==> src/rtl/gray_pkg.sv <==
// Shared types and helpers for the Gray-code counter.
// Contents:
//   step_op_e - decoded per-edge operation of the counter
//   max_val   - all-ones value for a given width (terminal count)
//   bin2gray  - reflected binary-to-Gray conversion
//   gray2bin  - Gray-to-binary conversion, used by checkers
// Functions work on MaxWidth-bit vectors; callers zero-extend their operands
// and truncate the results, which keeps the helpers width-agnostic.
package gray_pkg;

    localparam int unsigned MaxWidth = 64;

    typedef enum logic [1:0] {
        OpHold,
        OpLoad,
        OpUp,
        OpDown
    } step_op_e;

    function automatic logic [MaxWidth-1:0] max_val(input int unsigned width);
        logic [MaxWidth-1:0] v;
        v = '0;
        for (int unsigned i = 0; i < MaxWidth; i++) begin
            if (i < width) v[i] = 1'b1;
        end
        return v;
    endfunction

    function automatic logic [MaxWidth-1:0] bin2gray(input logic [MaxWidth-1:0] b);
        return b ^ (b >> 1);
    endfunction

    // Each binary bit is the XOR of all Gray bits at or above its position.
    function automatic logic [MaxWidth-1:0] gray2bin(input logic [MaxWidth-1:0] g);
        logic [MaxWidth-1:0] b;
        for (int unsigned i = 0; i < MaxWidth; i++) begin
            b[i] = ^(g >> i);
        end
        return b;
    endfunction

endpackage

==> src/rtl/gray_encode_n.sv <==
// Combinational binary-to-reflected-Gray converter of parametric width.
// Ports:
//   bin_i  [WIDTH-1:0] binary input
//   gray_o [WIDTH-1:0] Gray code of bin_i
// WIDTH must lie in 1..MaxWidth.
module gray_encode_n
    import gray_pkg::*;
#(
    parameter int unsigned WIDTH = 4
) (
    input  logic [WIDTH-1:0] bin_i,
    output logic [WIDTH-1:0] gray_o
);

    assign gray_o = WIDTH'(bin2gray(MaxWidth'(bin_i)));

endmodule

==> src/rtl/gray_code_counter.sv <==
// Registered up/down counter presenting its state in binary and Gray code.
// Ports:
//   clk_i       rising-edge clock
//   rst_ni      synchronous active-low reset
//   en_i        count enable, one step per clock
//   up_dn_i     direction: 1 = increment, 0 = decrement
//   load_i      synchronous load strobe (overrides en_i)
//   load_val_i  binary value to load
//   bin_out_o   registered binary count
//   gray_out_o  registered Gray code of bin_out_o
//   wrap_o      one-cycle pulse after a wrap-around step
//   at_limit_o  count sits at the end value for the sampled direction
// WRAP_MODE = 1 wraps modulo 2^WIDTH; WRAP_MODE = 0 saturates and holds.
module gray_code_counter
    import gray_pkg::*;
#(
    parameter int unsigned WIDTH     = 4,
    parameter bit          WRAP_MODE = 1'b1
) (
    input  logic             clk_i,
    input  logic             rst_ni,
    input  logic             en_i,
    input  logic             up_dn_i,
    input  logic             load_i,
    input  logic [WIDTH-1:0] load_val_i,
    output logic [WIDTH-1:0] bin_out_o,
    output logic [WIDTH-1:0] gray_out_o,
    output logic             wrap_o,
    output logic             at_limit_o
);

    localparam logic [WIDTH-1:0] MaxVal = WIDTH'(max_val(WIDTH));

    step_op_e         op;
    logic [WIDTH-1:0] bin_d, bin_q;
    logic [WIDTH-1:0] gray_d, gray_q;
    logic             wrap_d, wrap_q;
    logic             at_limit_d, at_limit_q;

    always_comb begin
        op = OpHold;
        if (load_i) begin
            op = OpLoad;
        end else if (en_i) begin
            op = up_dn_i ? OpUp : OpDown;
        end
    end

    always_comb begin
        bin_d  = bin_q;
        wrap_d = 1'b0;
        unique case (op)
            OpLoad: bin_d = load_val_i;
            OpUp: begin
                if (bin_q != MaxVal) begin
                    bin_d = bin_q + WIDTH'(1);
                end else if (WRAP_MODE) begin
                    bin_d  = '0;
                    wrap_d = 1'b1;
                end
            end
            OpDown: begin
                if (bin_q != '0) begin
                    bin_d = bin_q - WIDTH'(1);
                end else if (WRAP_MODE) begin
                    bin_d  = MaxVal;
                    wrap_d = 1'b1;
                end
            end
            OpHold: bin_d = bin_q;
            default: bin_d = bin_q;
        endcase
        // Limit is judged against the direction in force at this edge.
        at_limit_d = up_dn_i ? (bin_d == MaxVal) : (bin_d == '0);
    end

    // Gray is derived from the next binary value so both registers load together.
    gray_encode_n #(
        .WIDTH(WIDTH)
    ) u_gray_encode (
        .bin_i (bin_d),
        .gray_o(gray_d)
    );

    always_ff @(posedge clk_i) begin
        if (!rst_ni) begin
            bin_q      <= '0;
            gray_q     <= '0;
            wrap_q     <= 1'b0;
            at_limit_q <= ~up_dn_i;
        end else begin
            bin_q      <= bin_d;
            gray_q     <= gray_d;
            wrap_q     <= wrap_d;
            at_limit_q <= at_limit_d;
        end
    end

    assign bin_out_o  = bin_q;
    assign gray_out_o = gray_q;
    assign wrap_o     = wrap_q;
    assign at_limit_o = at_limit_q;

endmodule

==> config.mk <==
export PLATFORM = sky130hd
export DESIGN_NAME = gray_code_counter
export DESIGN_NICKNAME = d
export VERILOG_FILES = /design/src/rtl/gray_pkg.sv /design/src/rtl/gray_encode_n.sv /design/src/rtl/gray_code_counter.sv
export SDC_FILE = /design/constraint.sdc
export NUM_CORES = 1
export LEC_CHECK = 0
export ABC_AREA = 0
export CORE_AREA = 2 2 44 46
export CTS_CLUSTER_SIZE = 8
export DETAILED_ROUTE_END_ITERATION = 16
export DIE_AREA = 0 0 46 48
export SLEW_MARGIN = 20
export SYNTH_ARGS = -nofsm -noshare
export SYNTH_HDL_FRONTEND = slang
export SYNTH_HIERARCHICAL = 1
export SYNTH_SLANG_ARGS = --single-unit
==> constraint.sdc <==
create_clock -name clk_i -period 2.68 [get_ports clk_i]
set_clock_uncertainty 0.15 [all_clocks]
set_input_delay 0.536 -clock clk_i [delete_from_list [all_inputs] [get_ports clk_i]]
set_output_delay 0.536 -clock clk_i [all_outputs]
set_load 0.01 [all_outputs]
==> impl_metrics.json, run 1 <==
{
  "gp_congestion": 0.777,
  "powerDensity_nw_per_um2": 513,
  "layoutNonFillerInstCount": 109,
  "power.share.switching_pct": 26.6,
  "io_pins": 19,
  "dp_slack_ps": -23.1,
  "post_cts_buffers": 0,
  "initialDrtViolationCount": 11,
  "vias_per_cell": 4.83,
  "power_switching_uw": 116,
  "placeableCoreArea_um2": 1690,
  "vias": 527,
  "port_buffers": 18,
  "synthTopCellsByArea": "dfxtp_1, and2_1, xor2_1",
  "p_clk_share_pct": 30.8,
  "cts_buffers": 3,
  "fin_tns_setup_ps": 0,
  "fin_crit_sh_pct": 90.6,
  "rows": 15,
  "startpoint_type": "input pin",
  "track_usage_pct": 13.1,
  "setup_slack_ps": 252,
  "grt_max_degree": 11,
  "synth_seq_cells": 10,
  "clock_latency_ps": 260,
  "crit_type": "input pin to register",
  "cts_sinks": 10,
  "area_growth_pct": 49.7,
  "synth_top_cells_by_count": "dfxtp_1, and2_1, inv_1, xor2_1, a21oi_1",
  "postCtsHoldBufs": 0,
  "dr.pass1.iters": 4,
  "path_cells": "clkdlybuf4s50_1, mux2i_1, nor2_1, xor2_1, mux2_2, or4_1, a31oi_1",
  "clk_pin_slew_ps": 70,
  "slowest_stage": "clkdlybuf4s50_1",
  "tightest_slew_ps": 332,
  "synth_edf_count": 0,
  "routed_wl_um": 1350,
  "slew_violations": 0,
  "slew_headroom_pct": 77.6,
  "holdWs_ps": 454,
  "cp_num_buf_inv": 1,
  "yosysTopAreaCellShare_pct": 35.3,
  "synth_ff_type": "dfxtp_1",
  "fill_cells": 157,
  "initial_core_util_pct": 33.6,
  "dieArea_um2": 2210,
  "postRouteAntennaNets": 0,
  "netlist_area_um2": 567,
  "dp_cells": 105,
  "status": "finished clean",
  "cts_resized": 0,
  "synth_top_cell_by_area": "dfxtp_1",
  "p_leak_nw": 0.360,
  "critPathMaxFanout": 5,
  "final-hold-violation-count": 0,
  "wl_per_cell_um": 12.3,
  "syn_avg_cell_area_um2": 8.72,
  "synth_cell_types": 29,
  "syn_nets": 76,
  "p_comb_share_pct": 28.9,
  "multi_input_area_um2": 324,
  "ctsRootBufferMaster": "clkbuf_4",
  "syn_inst": 65,
  "htree_levels": 1,
  "grt_pass1_wl_um": 2060,
  "seqPwrFrac_pct": 40.3,
  "fmax_mhz": 412,
  "cts_max_path_buffers": 2,
  "final_util_pct": 50.2,
  "hpwl_um": 1020,
  "dieHeight_um": 48,
  "num_antenna_cells": 0,
  "drv_cap": 0,
  "regArea_um2": 200,
  "crit_arrival_ps": 2470,
  "ys_async_sr_fraction_pct": 0,
  "rsz0062_at_grt": "no",
  "internal_power_uw": 320,
  "grt.overflow.total": 0,
  "grt_antenna_before_repair": 0,
  "die_x_um": 46,
  "yosys_warnings": 6,
  "ir_drop_mv": 0.315,
  "drc_errors": 0,
  "cts_tree": "done",
  "drive_gt1_share_pct": 18.5,
  "synth_most_common_cell": "dfxtp_1",
  "worst_path_largest_cell_delay_ps": 550,
  "end_kind": "register",
  "fin_nets": 104,
  "first_global_vias": 510,
  "worstPathRequired_ps": 2720,
  "yosysSeqAreaShare_pct": 35.3,
  "hp-class": "register to register",
  "setup_viol": 0,
  "period_needed_ps": 2430,
  "cp_top_family": "simple AND/OR/NAND/NOR gates"
}
[state kept, by name, summed over array words and instances (netlist names)]
register    cells
at_limit_o      1
bin_out_o       4
gray_out_o      4
wrap_o          1
[power by group through the flow]
stage / Clock [mW] / Combinational [mW] / Sequential, mW
detailed placement: 0 / 0.126 / 0.179
finish: 0.134 / 0.126 / 0.176
floorplan: 0 / 0.0563 / 0.184
global route: 0.144 / 0.138 / 0.177
CTS: 0.139 / 0.127 / 0.175
global placement: 0 / 0.125 / 0.179
[final timing paths]
check / start / end / slack, ps / cells after the start
setup / recovery: up_dn_i / at_limit_o / 250 / 7
setup reg to reg: bin_out_o[0] / at_limit_o / 370 / 8
hold / removal: bin_out_o[3] / wrap_o / 450 / 2
hold reg to reg: bin_out_o[3] / wrap_o / 450 / 2
[logic make-up after synthesis]
family | synth area share (%)
buffers and inverters | 7.50
adder cells (fa/ha/maj) | 4.41
XOR/XNOR | 9.27
flip-flops | 35.3
AO/OA/AOI/OAI | 14.8
AND/OR/NAND/NOR | 24.9
multiplexers | 3.75
[area by class of cell]
type	count	area share [%]
Timing Repair Buffer	26	28.3
Sequential cell	10	23.6
Clock buffer	4	4.28
Tap cell	17	2.51
Inverter	7	3.10
Multi-Input combinational cell	45	38.2
[stage by stage]
| step | instance area (um2) | total power [mW] |
|---|---|---|
| 2_1_floorplan | 567 | 0.240 |
| 3_3_place_gp | 812 | 0.303 |
| 3_5_place_dp | 812 | 0.305 |
| 4_1_cts | 848 | 0.441 |
| 5_1_grt | 848 | 0.459 |
| 6_report | 848 | 0.436 |
[worst register-to-register path: cells and delay by family, from the launching register on]
| family | cells | cell delay, ps |
|---|---|---|
| buffers and inverters | 1 | 80 |
| adder cells (fa/ha/maj) | 1 | 230 |
| flip-flops | 1 | 470 |
| multiplexers | 2 | 430 |
| AND/OR/NAND/NOR | 2 | 580 |
| XOR/XNOR | 1 | 140 |
| AO/OA/AOI/OAI | 1 | 170 |
[layer usage]
metal | part of all wire (%) | vias up | routed length, um | global-route usage (%)
li1 | - | 277 | - | -
met1 | 46 | 233 | 620 | 15.2
met2 | 49 | 15 | 658 | 22.5
met3 | 4.3 | 2 | 58 | 5.66
met4 | 0.59 | 0 | 8 | 2.86
met5 | 0 | - | 0 | 0
[placed cells by master, fill, tap and decap left out, types with 2 or more instances in the layout]
cell,instances
a21oi_1,4
and2_1,7
buf_4,8
clkbuf_4,3
clkdlybuf4s50_1,18
dfxtp_1,10
ha_1,2
inv_1,6
nand2_1,2
nand3_1,3
nand4_1,2
nor2_1,3
o21ai_0,2
or4_1,2
xor2_1,5
(Power assumes the default switching activity.)
==> inputs of run 2 (changes only) <==
Clock period 2.68 ns to 2.2 ns, I/O delays scaled along.
==> run 2 against run 1 <==
Net effect: sequential power up 19%; critical path depth unchanged; via count up 8.3%; register-to-register slack worse by 280 ps; largest cell class unchanged.
==> impl_metrics.json, run 2 (same netlist as run 1, synthesis figures left out) <==
{
  "ir_drop_mv": 0.330,
  "drc_errors": 0,
  "hp-class": "register to register",
  "status": "finished clean",
  "dieArea_um2": 2210,
  "dpl_cell_area_um2": 865,
  "dp_cells": 112,
  "final-hold-violation-count": 0,
  "wl_per_cell_um": 12.0,
  "vias_per_cell": 4.84,
  "track_usage_pct": 13.9,
  "startpoint_type": "input pin",
  "setup_slack_ps": 70.6,
  "grt_pass1_wl_um": 2150,
  "clk_pin_slew_ps": 70,
  "cts_tree": "done",
  "htree_levels": 1,
  "clock_latency_ps": 270,
  "routed_wl_um": 1410,
  "hpwl_um": 1110,
  "initialDrtViolationCount": 5,
  "layoutNonFillerInstCount": 118,
  "fmax_mhz": 470,
  "multi_input_area_um2": 335,
  "wl_met3_um": 74,
  "area_growth_pct": 64.5,
  "final_cell_mix": "clkdlybuf4s50_1, buf_4, and2_1, dfxtp_1, inv_1",
  "io_pins": 19,
  "finalPower_uw": 556,
  "placeableCoreArea_um2": 1690,
  "top_layer": "met4",
  "grt.overflow.total": 0,
  "critPathMaxFanout": 3,
  "dp_slack_ps": -379,
  "initial_core_util_pct": 33.6,
  "grt_max_degree": 10,
  "wl_met2_um": 700,
  "fin_crit_sh_pct": 96.8,
  "crit_arrival_ps": 2180,
  "fill_cells": 161,
  "tightest_slew_ps": 271,
  "vias": 571,
  "die_x_um": 46,
  "fin_tns_setup_ps": 0,
  "slew_violations": 0,
  "drive_gt1_share_pct": 31.7,
  "period_needed_ps": 2130,
  "regArea_um2": 206,
  "powerDensity_nw_per_um2": 596,
  "fin_area_um2": 932,
  "num_antenna_cells": 0,
  "wl_met1_um": 626,
  "worstPathRequired_ps": 2250,
  "crit_type": "input pin to register",
  "postRouteAntennaNets": 0,
  "cts_sinks": 10,
  "grt_antenna_before_repair": 0,
  "dr.pass1.iters": 4,
  "setup_viol": 0,
  "ctsRootBufferMaster": "clkbuf_4",
  "end_kind": "register",
  "gp_congestion": 0.870,
  "drv_cap": 0,
  "dieHeight_um": 48,
  "fin_nets": 113,
  "p_leak_nw": 0.406,
  "first_global_vias": 521,
  "cts_buffers": 3,
  "port_buffers": 18,
  "r2r_slack_ps": 90,
  "cts_max_path_buffers": 2,
  "slew_headroom_pct": 81.9,
  "rows": 15
}
[run 2: timing repair]
| item | CTS | global route |
|---|---|---|
| setup buffers | 0 | 2 |
| pin swaps | 0 | 2 |
| hold endpoints to repair | 0 | 0 |
| hold buffers | 0 | 0 |
| setup endpoints to repair | 1 | 2 |
| gates resized for setup | 2 | 6 |
[run 2: cell type report]
type | instances | area share [%]
multi-input cells | 45 | 36.0
clock buffers | 4 | 3.89
well taps | 17 | 2.28
flip-flops and latches | 10 | 22.1
inverters | 7 | 2.82
repair buffers | 35 | 32.9
[run 2: metrics by stage]
| step | util [%] | hold slack, ps |
|---|---|---|
| final | 55.2 | 450 |
| after global routing | 55.2 | 488 |
| after CTS | 53.3 | 445 |
| after detailed placement | 51.2 | 432 |
| after global placement | 51.2 | 447 |
| after floorplan | - | 401 |
[run 2: report_power, final]
part           switching (mW)  total, mW  internal [mW]  leakage (nW)
Combinational          0.0698      0.175          0.106         0.301
Clock                  0.0707      0.171          0.101        0.0210
Sequential             0.0106      0.209          0.199        0.0842
[run 2: final timing paths]
| path | startpoint | to | depth (start not counted) |
|---|---|---|---|
| worst max-delay path | en_i | at_limit_o | 7 |
| worst min-delay path | bin_out_o[2] | wrap_o | 2 |
| worst max register to register | bin_out_o[1] | at_limit_o | 8 |
| worst min register to register | bin_out_o[2] | wrap_o | 2 |
[run 2: layer usage]
metal	up-vias	GRT usage, %
li1	295	-
met1	253	16.5
met2	20	23.3
met3	3	5.66
met4	0	3.43
met5	-	0
[run 2: worst max-delay path: stages]
cell and delay, ps:
clkdlybuf4s50_1 510, nor2b_1 230, and3_4 210, a221oi_2 40, buf_4 150, or4_1 470
a31oi_1 130
==> inputs of run 3 (changes only) <==
Settings changed: CAP_MARGIN set to 20.
==> results of run 3 <==
No change in the layout: final DEF, timing and power equal those of run 2.
